**src/rtl/score_pkg.sv**
```systemverilog
// Shared types and constants for the score segment scheduler: FSM states, slot counts,
// winner codes and the digit-to-segment mask lookup (bit 0 = segment a ... bit 6 = segment g).
package score_pkg;

    localparam int NUM_SLOTS      = 14;
    localparam int SEGS_PER_DIGIT = 7;

    localparam logic [1:0] WINNER_NONE  = 2'b00;
    localparam logic [1:0] WINNER_LEFT  = 2'b01;
    localparam logic [1:0] WINNER_RIGHT = 2'b10;
    localparam logic [1:0] WINNER_TIE   = 2'b11;

    typedef enum logic [1:0] {
        IDLE = 2'd0,
        SNAP = 2'd1,
        EMIT = 2'd2,
        DONE = 2'd3
    } sched_state_t;

    function automatic logic [6:0] digit_mask(input logic [3:0] digit);
        logic [6:0] mask;
        case (digit)
            4'd0:    mask = 7'h3F;
            4'd1:    mask = 7'h06;
            4'd2:    mask = 7'h5B;
            4'd3:    mask = 7'h4F;
            4'd4:    mask = 7'h66;
            4'd5:    mask = 7'h6D;
            4'd6:    mask = 7'h7D;
            4'd7:    mask = 7'h07;
            4'd8:    mask = 7'h7F;
            4'd9:    mask = 7'h6F;
            default: mask = 7'h00;
        endcase
        return mask;
    endfunction

endpackage

```
**src/rtl/score_seg_offset.sv**
```systemverilog
// Combinational segment geometry: segment number k within a digit plus digit centre -> bar centre and orientation.
// Zero latency; no handshake. All arithmetic wraps modulo 4096.
module score_seg_offset #(
    parameter int WIDTH  = 100,
    parameter int HEIGHT = 100
) (
    input  logic [2:0]  i_k,
    input  logic [11:0] i_cx,
    input  logic [11:0] i_cy,
    output logic [11:0] o_x,
    output logic [11:0] o_y,
    output logic        o_vert
);

    localparam logic [11:0] HW = 12'(WIDTH / 2);
    localparam logic [11:0] HH = 12'(HEIGHT / 2);
    localparam logic [11:0] HT = 12'(HEIGHT);

    always_comb begin
        o_x    = i_cx;
        o_y    = i_cy;
        o_vert = 1'b0;
        case (i_k)
            3'd0: o_y = i_cy - HT;
            3'd1: begin o_x = i_cx + HW; o_y = i_cy - HH; o_vert = 1'b1; end
            3'd2: begin o_x = i_cx + HW; o_y = i_cy + HH; o_vert = 1'b1; end
            3'd3: o_y = i_cy + HT;
            3'd4: begin o_x = i_cx - HW; o_y = i_cy + HH; o_vert = 1'b1; end
            3'd5: begin o_x = i_cx - HW; o_y = i_cy - HH; o_vert = 1'b1; end
            default: ;
        endcase
    end

endmodule

```
**src/rtl/score_segment_scheduler.sv**
```systemverilog
// Score keeper + per-frame 14-slot segment emitter; first seg_valid 2 cycles after frame_start, descriptors held stable under !seg_ready.
// Optional SCORE_BLINK_EN: blinks the winning digit(s) with a 16-frame phase.
module score_segment_scheduler
    import score_pkg::*;
#(
    parameter int WIDTH     = 100,
    parameter int HEIGHT    = 100,
    parameter int LEFT_X    = 200,
    parameter int RIGHT_X   = 600,
    parameter int DIGIT_Y   = 120,
    parameter int WIN_SCORE = 7
) (
    input  logic        clk,
    input  logic        rst,
    input  logic        point_l,
    input  logic        point_r,
    input  logic        new_game,
    input  logic        frame_start,
    output logic        seg_valid,
    input  logic        seg_ready,
    output logic [3:0]  seg_idx,
    output logic [11:0] seg_x,
    output logic [11:0] seg_y,
    output logic        seg_vert,
    output logic        seg_on,
    output logic        frame_done,
    output logic [3:0]  score_l,
    output logic [3:0]  score_r,
    output logic [1:0]  winner
);

    localparam logic [3:0]  WIN4      = 4'(WIN_SCORE);
    localparam logic [3:0]  LAST_SLOT = 4'(NUM_SLOTS - 1);
    localparam logic [3:0]  FIRST_R   = 4'(SEGS_PER_DIGIT);
    localparam logic [11:0] LX        = 12'(LEFT_X);
    localparam logic [11:0] RX        = 12'(RIGHT_X);
    localparam logic [11:0] DY        = 12'(DIGIT_Y);

    logic [3:0]   r_score_l, r_score_r;
    logic [1:0]   r_winner;
    sched_state_t r_state;
    logic [3:0]   r_slot;
    logic [3:0]   r_snap_l, r_snap_r;
    logic         r_seg_valid;
    logic         r_frame_done;

    logic [3:0]   w_next_l, w_next_r;
    logic         w_accept;
    logic         w_right;
    logic [2:0]   w_k;
    logic [11:0]  w_cx;
    logic [11:0]  w_off_x, w_off_y;
    logic         w_off_vert;
    logic [6:0]   w_mask;
    logic         w_blank;

    assign w_next_l = r_score_l + {3'b000, point_l};
    assign w_next_r = r_score_r + {3'b000, point_r};

    always_ff @(posedge clk or posedge rst) begin
        if (rst) begin
            r_score_l <= 4'd0;
            r_score_r <= 4'd0;
            r_winner  <= WINNER_NONE;
        end else if (new_game) begin
            r_score_l <= 4'd0;
            r_score_r <= 4'd0;
            r_winner  <= WINNER_NONE;
        end else if (r_winner == WINNER_NONE) begin
            r_score_l <= w_next_l;
            r_score_r <= w_next_r;
            r_winner  <= {w_next_r == WIN4, w_next_l == WIN4};
        end
    end

    assign w_accept = r_seg_valid & seg_ready;

`ifdef SCORE_BLINK_EN
    logic [4:0] r_frame_cnt;
    logic [1:0] r_snap_win;

    // Bit 4 of the completed-frame count is the blink phase: 16 frames shown, 16 blanked.
    always_ff @(posedge clk or posedge rst) begin
        if (rst) begin
            r_frame_cnt <= 5'd0;
            r_snap_win  <= WINNER_NONE;
        end else begin
            if (r_state == SNAP) r_snap_win <= r_winner;
            if (r_state == DONE) r_frame_cnt <= r_frame_cnt + 5'd1;
        end
    end

    assign w_blank = r_frame_cnt[4] & (w_right ? r_snap_win[1] : r_snap_win[0]);
`else
    assign w_blank = 1'b0;
`endif

    always_ff @(posedge clk or posedge rst) begin
        if (rst) begin
            r_state      <= IDLE;
            r_slot       <= 4'd0;
            r_snap_l     <= 4'd0;
            r_snap_r     <= 4'd0;
            r_seg_valid  <= 1'b0;
            r_frame_done <= 1'b0;
        end else begin
            case (r_state)
                IDLE: if (frame_start) r_state <= SNAP;
                SNAP: begin
                    r_snap_l    <= r_score_l;
                    r_snap_r    <= r_score_r;
                    r_slot      <= 4'd0;
                    r_seg_valid <= 1'b1;
                    r_state     <= EMIT;
                end
                EMIT: if (w_accept) begin
                    if (r_slot == LAST_SLOT) begin
                        r_slot       <= 4'd0;
                        r_seg_valid  <= 1'b0;
                        r_frame_done <= 1'b1;
                        r_state      <= DONE;
                    end else begin
                        r_slot <= r_slot + 4'd1;
                    end
                end
                DONE: begin
                    r_frame_done <= 1'b0;
                    r_state      <= IDLE;
                end
                default: r_state <= IDLE;
            endcase
        end
    end

    // Descriptor fields derive only from registered slot/snapshot, so they cannot move during a stall.
    assign w_right = (r_slot >= FIRST_R);
    assign w_k     = w_right ? 3'(r_slot - FIRST_R) : r_slot[2:0];
    assign w_cx    = w_right ? RX : LX;
    assign w_mask  = digit_mask(w_right ? r_snap_r : r_snap_l);

    score_seg_offset #(
        .WIDTH  (WIDTH),
        .HEIGHT (HEIGHT)
    ) u_offset (
        .i_k    (w_k),
        .i_cx   (w_cx),
        .i_cy   (DY),
        .o_x    (w_off_x),
        .o_y    (w_off_y),
        .o_vert (w_off_vert)
    );

    assign seg_valid  = r_seg_valid;
    assign seg_idx    = r_seg_valid ? r_slot : 4'd0;
    assign seg_x      = r_seg_valid ? w_off_x : 12'd0;
    assign seg_y      = r_seg_valid ? w_off_y : 12'd0;
    assign seg_vert   = r_seg_valid & w_off_vert;
    assign seg_on     = r_seg_valid & w_mask[w_k] & ~w_blank;
    assign frame_done = r_frame_done;
    assign score_l    = r_score_l;
    assign score_r    = r_score_r;
    assign winner     = r_winner;

endmodule

```
**config.mk**
```make
export PLATFORM = sky130hd
export DESIGN_NAME = score_segment_scheduler
export DESIGN_NICKNAME = d
export VERILOG_FILES = /design/src/rtl/score_pkg.sv /design/src/rtl/score_seg_offset.sv /design/src/rtl/score_segment_scheduler.sv
export SDC_FILE = /design/constraint.sdc
export NUM_CORES = 1
export LEC_CHECK = 0
export CELL_PAD_IN_SITES_DETAIL_PLACEMENT = 1
export CELL_PAD_IN_SITES_GLOBAL_PLACEMENT = 1
export CORE_MARGIN = 2
export CORE_UTILIZATION = 41
export CTS_BUF_LIST = sky130_fd_sc_hd__clkbuf_8
export CTS_CLUSTER_SIZE = 16
export DETAILED_ROUTE_END_ITERATION = 6
export PLACE_DENSITY_LB_ADDON = 0.1
export SLEW_MARGIN = 10
export SYNTH_ARGS = -nofsm -noshare
export SYNTH_HDL_FRONTEND = slang
export SYNTH_SLANG_ARGS = --single-unit
```
**constraint.sdc**
```tcl
create_clock -name clk -period 8.9 [get_ports clk]
set_input_delay 1.78 -clock clk [delete_from_list [all_inputs] [get_ports clk]]
set_output_delay 1.78 -clock clk [all_outputs]
set_load 0.05 [all_outputs]
```
; ---- Yosys cells after proc, flatten, opt, wreduce, memory -nomap -nowiden
; Memory sizes are Yosys's and may differ from the RTL's.
; Cells that the tools add are included.
[word_totals]
elab_cells = 80
latchBits = 0
ram_bits = 0
regBits = 26
rom_bits = 112
n_memories = 1
[classes]
n_bitwise = 3
n_shift = 0
mul = 0
div = 0
add_sub_neg = 6
n_eq_ne = 14
magnitude_cmp = 2
n_mux = 30
reduce_logical = 15
[memory_table]
columns = memory, words, width, rd, rd_clocked_by_memory_dff, write_ports, line_no
row1 = (name not given), 16, 7, 1, 0, 0, score_pkg.sv:22  ; case (digit)
[op_table]
columns = cell, count
row1 = 4-bit two-way mux, 8
row2 = 8-bit one-hot mux with 4 select lines, 1
row3 = 12-bit two-way mux, 2
row4 = 12-bit one-hot mux with 2 select lines, 1
row5 = "10-bit by 6-bit adder with 11-bit output, second input constant", 1
row6 = "10-bit by 6-bit subtractor with 11-bit output, second input constant", 1
row7 = 10-bit two-way mux, 1
row8 = 2-bit two-way mux, 5
row9 = 3-bit AND reduction, 3
row10 = 4-bit by 1-bit adder with 4-bit output, 2
row11 = "4-bit by 3-bit equality test with 1-bit output, second input constant", 2
row12 = 2-bit one-hot mux with 4 select lines, 1
row13 = 4-bit one-hot mux with 2 select lines, 1
row14 = 2-bit OR reduction, 4
row15 = "3-bit by 2-bit equality test with 1-bit output, second input constant", 2
row16 = "3-bit equality test, second input constant", 2
row17 = 1-bit two-way mux, 6
row18 = "2-bit inequality test, second input constant", 3
row19 = 2-bit nonzero test, 3
row20 = "4-bit by 1-bit adder with 4-bit output, second input constant", 1
row21 = "2-bit equality test, second input constant", 2
row22 = "4-bit equality test, second input constant", 1
row23 = "4-bit by 3-bit >= comparator with 1-bit output, second input constant", 1
row24 = 2-bit logical NOT, 2
row25 = other kinds (11), 14

; ---- Depth between registers and ports, before layout
; Gate-level depths: netlist (run 1).
[logic_depth]
ltp_word = 6
ltp_mapped = 11
mapped_depth_nobuf = 10

; ---- By module
; A second synthesis (run 1) with hierarchy kept.
[hier_totals]
hier_cells = 456
hier_area_um2 = 3542.1
[modules_own_cells]
columns = mod, seq_area_each_um2, cells_per_inst, area_each_um2, n_inst
row1 = score_segment_scheduler, 650.6, 239, 2014.4, 1
row2 = score_seg_offset, 0.0, 217, 1527.7, 1

; ---- Least setup slack after synthesis (run 1)
; No wires, ideal clock.
[synth_timing]
path_type = register -> output
startpoint = register r_slot[0]
endpoint = output seg_on
arrival_ns = 3.266
path_stages_with_launch = 12
n_path_buf = 1
path_slack_ns = 3.854
cell_sequence = dfrtp_1 > ha_1 > a21o_2 > buf_4 > nand2_1 > nand2_1 > ha_1 > o21ai_0 > o21ai_0 > o221a_2 > o31ai_1 > a311oi_1
[synth_via]
elab_chain_len = 6
word_cells_on_any_way = 8
[synth_lines]
columns = element, line_no
row1 = from (decl), score_segment_scheduler.sv:42  ; logic [3:0] r_slot;
row2 = from (signal assigned), score_segment_scheduler.sv:123  ; r_slot <= r_slot + 4'd1;
row3 = 4-bit by 3-bit >= comparator with 1-bit output, score_segment_scheduler.sv:136  ; assign w_right = (r_slot >= FIRST_R);
row4 = 4-bit two-way mux, score_segment_scheduler.sv:139  ; assign w_mask = digit_mask(w_right ? r_snap_r : r_snap_l);
row5 = memory read 16 x 7 bit, --
row6 = 1-bit binary-select mux with 3-bit select *, score_segment_scheduler.sv:158  ; assign seg_on = r_seg_valid & w_mask[w_k] & ~w_blank;
row7 = 1-bit two-way mux (not written as such) *, score_segment_scheduler.sv:158
row8 = 1-bit bitwise AND *, score_segment_scheduler.sv:158
row9 = to (decl), score_segment_scheduler.sv:25  ; output logic seg_on,
; Mark *: on every way between the ends. The rest lies on a longest branch, timed or not. The select of a mux whose other input is x is not followed.

; ---- Worst setup path after layout (run 1)
; Same ends and word-level chain as after synthesis.

==> results.cfg, run 1 <==
[status]
status = completed

[global_route]
grt_pass1_vias = 1869
grt_overflow = 0
grt_max_degree = 27
antenna_found_initial = 0
grt_usage_pct = 20.23
grt_pass1_wl_um = 8970

[pwr]
peakVddDrop_uv = 173.4
p_leak_uw = 0.001062
p_per_area_nw_per_um2 = 325.0

[clocking]
tritoncts = yes
h-tree-depth = 1
clockBufferDepth = 2
numCtsBuffers = 3
clk_pin_slew_worst_paths_ns = 0.08
cts_hold_buffers = 0
root_buffer = clkbuf_8
ctsResizeCount = 0
insertion_delay_ns = 0.27
postCtsSetupBuffers = 0
cts.sinks = 26

[setup_path]
path_max_fanout = 17
cp_slowest_stage_delay_ns = 0.72
crit_chain = ha_1 -> a21o_2 -> nand2_1 -> nand2_1 -> ha_1 -> o21ai_0 -> o21ai_0 -> o221a_2 -> o31ai_1 -> a311oi_1 -> clkdlybuf4s50_1
path_class = register to output pin
rr_worst_depth = 5
end_kind = output pin
worst-endpoint-required_ns = 7.12
path_depth = 11
crit_family = compound AO/OA/AOI/OAI gates
cp_num_buf_inv = 1
cp-start-kind = register
cp.arrival_ns = 4.00
crit_path_top_delay_cell = dfrtp_1

[finish]
instances_no_fill = 360
ff_latch_area_um2 = 650.6
nFillCells = 614
area_growth_pct = 20.32
multi_input_area_um2 = 1313
num-nets-final = 309
final_layout_size_suffix_gt1_share_pct = 5.172
antennaDiodeCount = 0

[timing]
period_share_pct = 64.93
fmax_ghz = 0.1730
fin_setup_tns_ns = 0
finClkSkew_ns = 0.008539
max_slew_margin_pct = 33.49
hold_viol_final = 0
grt_setup_unrepaired = false
finalSetupViolCount = 0
slew_viol_final = 0
period_needed_ns = 5.779
tightestPinTransition_ns = 0.9965

[placement]
dpl.hpwl_um = 4081
portBuffers = 39
place_inst = 356
routabilityCongestion = 0.9306

[logic_synthesis]
yosysMostFrequentCell = nor2_1
synth_cells = 260
ys_ff_latch = 26
ys.flop_type = dfrtp_1
ys_seq_area_share_pct = 30.90
syn_area_um2 = 2106
synth.area.top_cells = dfrtp_1 31%, ha_1 6.5%, a21oi_1 5.9%
synth_cell_types = 47
synth_edf_count = 0
async_flop_share_pct = 100.0
avgSynthCellArea_um2 = 8.099
synth_commonest_cells = 31 x nor2_1, 28 x nand2_1, 26 x dfrtp_1, 25 x a21oi_1, 21 x o21ai_0
post-synth-top-area-cell = dfrtp_1
synth.top_cell.area_share_pct = 30.90
yosysWarningCount = 0

[routing]
via_count = 1941
viasPerCell = 5.392
drc_errors = 0
drt-total-wl_um = 5517
ant_nets = 0
drt-pass1-iter-count = 4
wire_per_inst_um = 15.33
drt_iter0_drc = 201

[hold_path]
whs_path_depth = 2
hp-class = register to register

[floorplanning]
io_pins = 49
core_um2 = 5042
start_util_pct = 41.76
rows = 26
fp.dieArea_um2 = 5725
dieHeight_um = 75.67
chipWidth_um = 75.67

[job]
maxCapViolations = 0
-- cells by family (layout without fill, tap and decap cells) --
kind of cell               count (synthesis)  after routing  share of synthesized area, %
muxes                                     13             13                         6.536
DFF                                       26             26                         30.90
and+or+nand+nor                           93             93                         20.44
adders and majority gates                 11             11                         6.536
buffers and inverters                     31             53                         8.199
AOI/OAI and AO/OA                         72             72                         21.81
other                                      1              9                        0.1781
xor gates and xnor gates                  13             13                         5.407
-- per-layer routing --
metal	wire, µm	global-route usage [%]	part of all wire [%]	vias to the layer above
li1	-	-	-	956
met1	2650	28.45	48	941
met2	2636	33.24	48	40
met3	182	1.323	3.3	4
met4	48	6.628	0.87	0
met5	0	0	0	-
-- cell type report --
cell class                      count  area share, %
Timing Repair Buffer               39          15.41
Inverter                           10          1.481
Clock buffer                        4          2.173
Tap cell                           70          3.457
Multi-Input combinational cell    211          51.80
Sequential cell                    26          25.68
-- power by group --
group	total (µW)	switching [µW]	internal, µW
logic	555	363	192
clock network	75.9	36.3	39.5
registers	193	49.8	143
-- worst reg2reg max path: cells and delay by family, from the launching register on --
kind | cells | cell delay [ns]
compound gates | 3 | 0.91
fa+ha+maj | 1 | 0.24
flops | 1 | 0.72
simple gates | 1 | 0.12
-- flip-flops by register name (all words and copies together), names as in the netlist --
signal,flops
score_r,4
score_l,4
r_snap_l,4
winner,2
seg_valid,1
r_snap_r,4
frame_done,1
r_state,2
r_slot,4
-- metrics by stage --
stage	power (µW)	setup slack (ns)	hold WS, ns	area (µm²)	utilization [%]
final	823.5	3.121	0.5443	2534	50.25
after global routing	887.1	2.736	0.5696	2534	50.25
after CTS	830.2	3.140	0.5473	2534	50.25
after detailed placement	750.0	3.440	0.5304	2479	49.16
after global placement	742.4	3.658	0.5117	2479	49.16
after floorplan	597.2	3.854	0.5324	2136	-
-- final timing paths --
kind | slack, ns | start | to
setup / recovery | 3.12 | r_slot[0] | seg_on
hold / removal | 0.54 | frame_done | frame_done
setup reg to reg | 6.81 | r_slot[0] | r_state[1]
hold reg to reg | 0.54 | frame_done | frame_done
max in group asynchronous | 6.25 | rst | r_slot[0]
min in group asynchronous | 2.04 | rst | winner[1]
-- layout by cell type (no fill, tap or decap), drive strengths merged, types with 3 or more instances in the layout --
cell type / netlist / routed
and2: 3 / 3
nor3: 4 / 4
conb: 1 / 9
dfrtp: 26 / 26
inv: 10 / 10
nand3b: 4 / 4
clkbuf: 3 / 4
nand2: 28 / 28
nand3: 7 / 7
clkdlybuf4s50: 0 / 39
ha: 11 / 11
a21o: 3 / 3
nand4: 3 / 3
xor2: 7 / 7
o22ai: 3 / 3
xnor2: 6 / 6
o21ai: 23 / 23
nand2b: 5 / 5
nor2: 31 / 31
mux2i: 7 / 7
mux2: 6 / 6
a21oi: 26 / 26
Power figures use the tool's default switching activity.
==> inputs of run 2 (changes only) <==
--- a/config.mk
+++ b/config.mk
@@ -8,7 +8,7 @@
 export CELL_PAD_IN_SITES_DETAIL_PLACEMENT = 1
 export CELL_PAD_IN_SITES_GLOBAL_PLACEMENT = 1
 export CORE_MARGIN = 2
-export CORE_UTILIZATION = 41
+export CORE_UTILIZATION = 38
 export CTS_BUF_LIST = sky130_fd_sc_hd__clkbuf_8
 export CTS_CLUSTER_SIZE = 16
 export DETAILED_ROUTE_END_ITERATION = 6
==> constraint.sdc (replaced) <==
create_clock -name clk -period 6 [get_ports clk]
set_input_delay 1.2 -clock clk [delete_from_list [all_inputs] [get_ports clk]]
set_output_delay 1.2 -clock clk [all_outputs]
set_load 0.05 [all_outputs]
==> results.cfg, run 2 (synthesis results as in run 1) <==
[routing]
viasPerCell = 5.249
wire_per_inst_um = 15.20
drt-total-wl_um = 5488
via_count = 1895
drt-pass1-iter-count = 4
drc_errors = 0
drt_iter0_drc = 113
ant_nets = 0

[timing]
slew_viol_final = 0
finClkSkew_ns = 0.004667
tightestPinTransition_ns = 0.9937
max_slew_margin_pct = 33.68
grt_setup_unrepaired = false
period_share_pct = 86.94
period_needed_ns = 5.216
whs_ns = 0.5395
fin_setup_tns_ns = 0
hold_viol_final = 0
fmax_ghz = 0.1917
finalSetupViolCount = 0

[floorplanning]
dieHeight_um = 78.44
start_util_pct = 38.72
chipWidth_um = 78.44
fp.dieArea_um2 = 6153
io_pins = 49
rows = 27
core_um2 = 5439

[finish]
area_growth_pct = 19.79
antennaDiodeCount = 0
fin_util_pct = 46.38
mostFrequentLayoutCell = clkdlybuf4s50_1
final_area_um2 = 2522
num-nets-final = 309
final_cell_mix = 39 x clkdlybuf4s50_1, 31 x nor2_1, 28 x nand2_1
instances_no_fill = 361
final_layout_size_suffix_gt1_share_pct = 4.844
nFillCells = 668

[setup_path]
rr_worst_depth = 5
path_class = register to output pin
path_max_fanout = 17
cp_slowest_stage_delay_ns = 0.84
endpoint = seg_on
crit_path_top_delay_cell = clkdlybuf4s50_1
worst-endpoint-required_ns = 4.80
end_kind = output pin
cp.arrival_ns = 4.02
crit_chain = ha_1 -> a21o_2 -> nand2_1 -> nand2_1 -> ha_1 -> o21ai_0 -> o21ai_0 -> o221a_2 -> o31ai_1 -> a311oi_1 -> clkdlybuf4s50_1
r2r_slack_ns = 4.00
cp-start-kind = register
r2r_start = r_slot[0]
rr_endpoint = r_state[1]
critical_path.startpoint = r_slot[0]

[hold_path]
hp-class = register to register

[clocking]
insertion_delay_ns = 0.27
clockBufferDepth = 2
cts.sinks = 26
ctsResizeCount = 0
clk_pin_slew_worst_paths_ns = 0.09
cts_hold_buffers = 0
root_buffer = clkbuf_8
postCtsSetupBuffers = 0
h-tree-depth = 1
tritoncts = yes
numCtsBuffers = 3

[placement]
portBuffers = 39
dpl.hpwl_um = 4113
place_inst = 358
dpl_cell_area_um2 = 2481
routabilityCongestion = 0.8666

[global_route]
grt_usage_pct = 19.40
grt_pass1_vias = 1953
antenna_found_initial = 0
grt_overflow = 0
grt_pass1_wl_um = 9770
grt_max_degree = 27

[status]
status = completed

[pwr]
p_per_area_nw_per_um2 = 477.2
p_leak_uw = 0.001055
peakVddDrop_uv = 275.8

[job]
maxCapViolations = 0
-- run 2: cell type report --
class                      count  area [µm²]  area share, %
multi-input combinational    211        1313          52.03
clock buffer                   3       41.29          1.637
timing repair buffer          39       390.4          15.48
inverter                      10       37.54          1.488
sequential                    26       650.6          25.79
tap                           72       90.09          3.571
-- run 2: how the worst min path moves through the flow --
stage               start         end  slack [ns]  cells after the start
2_1_floorplan  r_state[0]  r_state[0]        0.53                      2
5_1_grt        frame_done  frame_done        0.60                      2
4_1_cts        frame_done  frame_done        0.55                      2
3_3_place_gp   frame_done  frame_done        0.52                      2
6_report       frame_done  frame_done        0.54                      2
3_5_place_dp   frame_done  frame_done        0.53                      2
-- run 2: layer usage --
layer  GRT usage [%]  share of wire, %  up-vias
met5               0                 0        -
met4           6.316               1.9        0
met3           1.264               3.2        9
met2           32.33                47       49
met1           26.82                48      885
li1                -                 -      952
-- run 2: per-stage QoR --
step / setup WS, ns / power (µW)
after floorplan: 1.534 / 885.8
after global placement: 1.336 / 1101
after global routing: 0.4912 / 1304
final: 0.7835 / 1204
after detailed placement: 1.102 / 1112
after CTS: 0.7812 / 1213
-- run 2: worst max-delay path, delay by kind of cell (launching register included) --
family,cells,cell delay [ns]
adders and majority gates,2,0.73
AOI/OAI and AO/OA,6,1.21
buffers and inverters,1,0.84
DFF,1,0.74
and+or+nand+nor,2,0.21
-- run 2: where the power goes --
group	internal (µW)	total, µW	switching [µW]
registers	212	285	72.9
clock network	45.0	98.9	53.9
logic	285	820	535
total	542	1200	661
==> inputs of run 3 (changes only) <==
--- a/config.mk
+++ b/config.mk
@@ -8,12 +8,14 @@
 export CELL_PAD_IN_SITES_DETAIL_PLACEMENT = 1
 export CELL_PAD_IN_SITES_GLOBAL_PLACEMENT = 1
 export CORE_MARGIN = 2
-export CORE_UTILIZATION = 38
+export CORE_UTILIZATION = 42
 export CTS_BUF_LIST = sky130_fd_sc_hd__clkbuf_8
 export CTS_CLUSTER_SIZE = 16
 export DETAILED_ROUTE_END_ITERATION = 6
+export HOLD_SLACK_MARGIN = 0.08
 export PLACE_DENSITY_LB_ADDON = 0.1
 export SLEW_MARGIN = 10
 export SYNTH_ARGS = -nofsm -noshare
 export SYNTH_HDL_FRONTEND = slang
+export SYNTH_HIERARCHICAL = 1
 export SYNTH_SLANG_ARGS = --single-unit
==> results.cfg, run 3 <==
[timing]
whs_ns = 0.5756
fin_setup_tns_ns = 0
period_needed_ns = 5.694
fmax_ghz = 0.1756
slew_viol_final = 0
max_slew_margin_pct = 35.46
hold_viol_final = 0
tightestPinTransition_ns = 0.9671
finalSetupViolCount = 0
finClkSkew_ns = 0.002261
grt_setup_unrepaired = false
period_share_pct = 94.90

[finish]
final_area_um2 = 4429
final_cell_mix = 53 x conb_1, 45 x nand2_1, 37 x ha_1
multi_input_area_um2 = 2914
antennaDiodeCount = 0
nFillCells = 1027
mostFrequentLayoutCell = conb_1
num-nets-final = 588
area_growth_pct = 25.04
final_layout_size_suffix_gt1_share_pct = 9.074
ff_latch_area_um2 = 650.6

[logic_synthesis]
yosysWarningCount = 6
synth_cells = 456
synth_edf_count = 0
post-synth-top-area-cell = dfrtp_1
synth.area.top_cells = dfrtp_1 18%, ha_1 13%, and2_1 5.3%
ys.flop_type = dfrtp_1
synth_cell_types = 67
ys_seq_area_share_pct = 18.37
ys_ff_latch = 26
yosysMostFrequentCell = nand2_1
synth_commonest_cells = 45 x nand2_1, 37 x ha_1, 35 x nor2_1, 32 x a21oi_1, 30 x and2_1
async_flop_share_pct = 100.0
synth.top_cell.area_share_pct = 18.37
avgSynthCellArea_um2 = 7.768
syn_area_um2 = 3542

[pwr]
peakVddDrop_uv = 252.1
p_per_area_nw_per_um2 = 518.2
p_leak_uw = 0.002080

[placement]
dpl.hpwl_um = 7664
dpl_cell_area_um2 = 4360
portBuffers = 46
routabilityCongestion = 0.8362

[routing]
drc_errors = 0
wire_per_inst_um = 14.51
drt-pass1-iter-count = 4
drt_iter0_drc = 60
drt-total-wl_um = 9356
ant_nets = 0
via_count = 3460
viasPerCell = 5.364

[floorplanning]
chipWidth_um = 95.84
core_um2 = 8175
start_util_pct = 43.33
dieHeight_um = 95.84
rows = 33
io_pins = 49
fp.dieArea_um2 = 9184

[setup_path]
cp-start-kind = register
worst-endpoint-required_ns = 4.80
path_max_fanout = 9
cp.arrival_ns = 4.49
path_class = register to output pin
end_kind = output pin

[hold_path]
hp-class = register to register

[clocking]
numCtsBuffers = 3
postCtsSetupBuffers = 0
root_buffer = clkbuf_8
clockBufferDepth = 2
tritoncts = yes
h-tree-depth = 1
clk_pin_slew_worst_paths_ns = 0.09
cts.sinks = 26
insertion_delay_ns = 0.28

[global_route]
grt_max_degree = 27
antenna_found_initial = 0
grt_pass1_wl_um = 16750
grt_usage_pct = 22.33
grt_overflow = 0
grt_pass1_vias = 3616

[status]
status = completed

[job]
maxCapViolations = 0
run 3: logic make-up (layout without fill, tap and decap cells):
family / count (synthesis) / after routing / share of synthesized area [%]
buf+inv: 43 / 76 / 5.369
mux: 12 / 12 / 3.850
simple gates: 165 / 165 / 23.95
other cells: 2 / 53 / 0.2120
compound gates: 135 / 135 / 25.33
flops: 26 / 26 / 18.37
fa+ha+maj: 40 / 40 / 14.77
xor+xnor: 33 / 33 / 8.159
run 3: repair_timing:
action / 4_1_cts / 5_1_grt
gates resized for setup: 0 / 3
setup endpoints to repair: 0 / 2
hold buffers: 0 / 0
run 3: report_power, final:
group / switching, µW / internal, µW
combinational: 1130 / 769
sequential: 66.8 / 214
clock: 55.5 / 58.8
run 3: layout make-up:
class                      instances  share of cell area, %
inverter                          18                  1.525
sequential                        26                  14.69
clock buffer                       4                  1.243
tap                              105                  2.966
timing repair buffer              54                  13.79
multi-input combinational        438                  65.79
run 3: path summary, 6_finish.rpt:
path | startpoint | end | slack, ns | cells after the start
max in group asynchronous | rst | score_l[1] | 3.96 | 2
max reg2reg | seg_valid | r_slot[3] | 3.88 | 6
min reg2reg | r_state[1] | r_state[1] | 0.58 | 1
max | r_slot[1] | seg_y[11] | 0.31 | 17
min in group asynchronous | rst | r_state[0] | 1.45 | 2
min | r_state[1] | r_state[1] | 0.58 | 1
run 3: metal layers:
layer / wire [µm] / GRT usage (%)
met4: 84 / 3.810
met1: 4166 / 27.77
met5: 0 / 0
met3: 161 / 1.410
met2: 4944 / 42.60
run 3: per-stage QoR:
step | cells | total power (µW) | setup WS (ns) | util [%]
after CTS | 645 | 2300 | 0.07049 | 54.01
after global routing | 645 | 2487 | 0.01438 | 54.18
after floorplan | 507 | 1586 | 0.6333 | -
after global placement | 641 | 2130 | 0.5402 | 53.34
final | 645 | 2295 | 0.3061 | 54.18
after detailed placement | 641 | 2180 | 0.3964 | 53.34
run 3: worst max-delay path, cell delays in order, from the launching register on:
cell      delay [ns]
dfrtp_1         0.42
ha_1            0.31
a21o_1          0.22
nor2_1          0.07
a21oi_2         0.35
inv_2           0.11
or3_1           0.53
inv_2           0.15
ha_1            0.28
a21oi_1         0.16
nor2b_1         0.06
a311o_1         0.36
a221oi_1        0.39
a2111o_1        0.21
o211a_1         0.16
xnor2_1         0.06
and2_1          0.19
buf_12          0.16
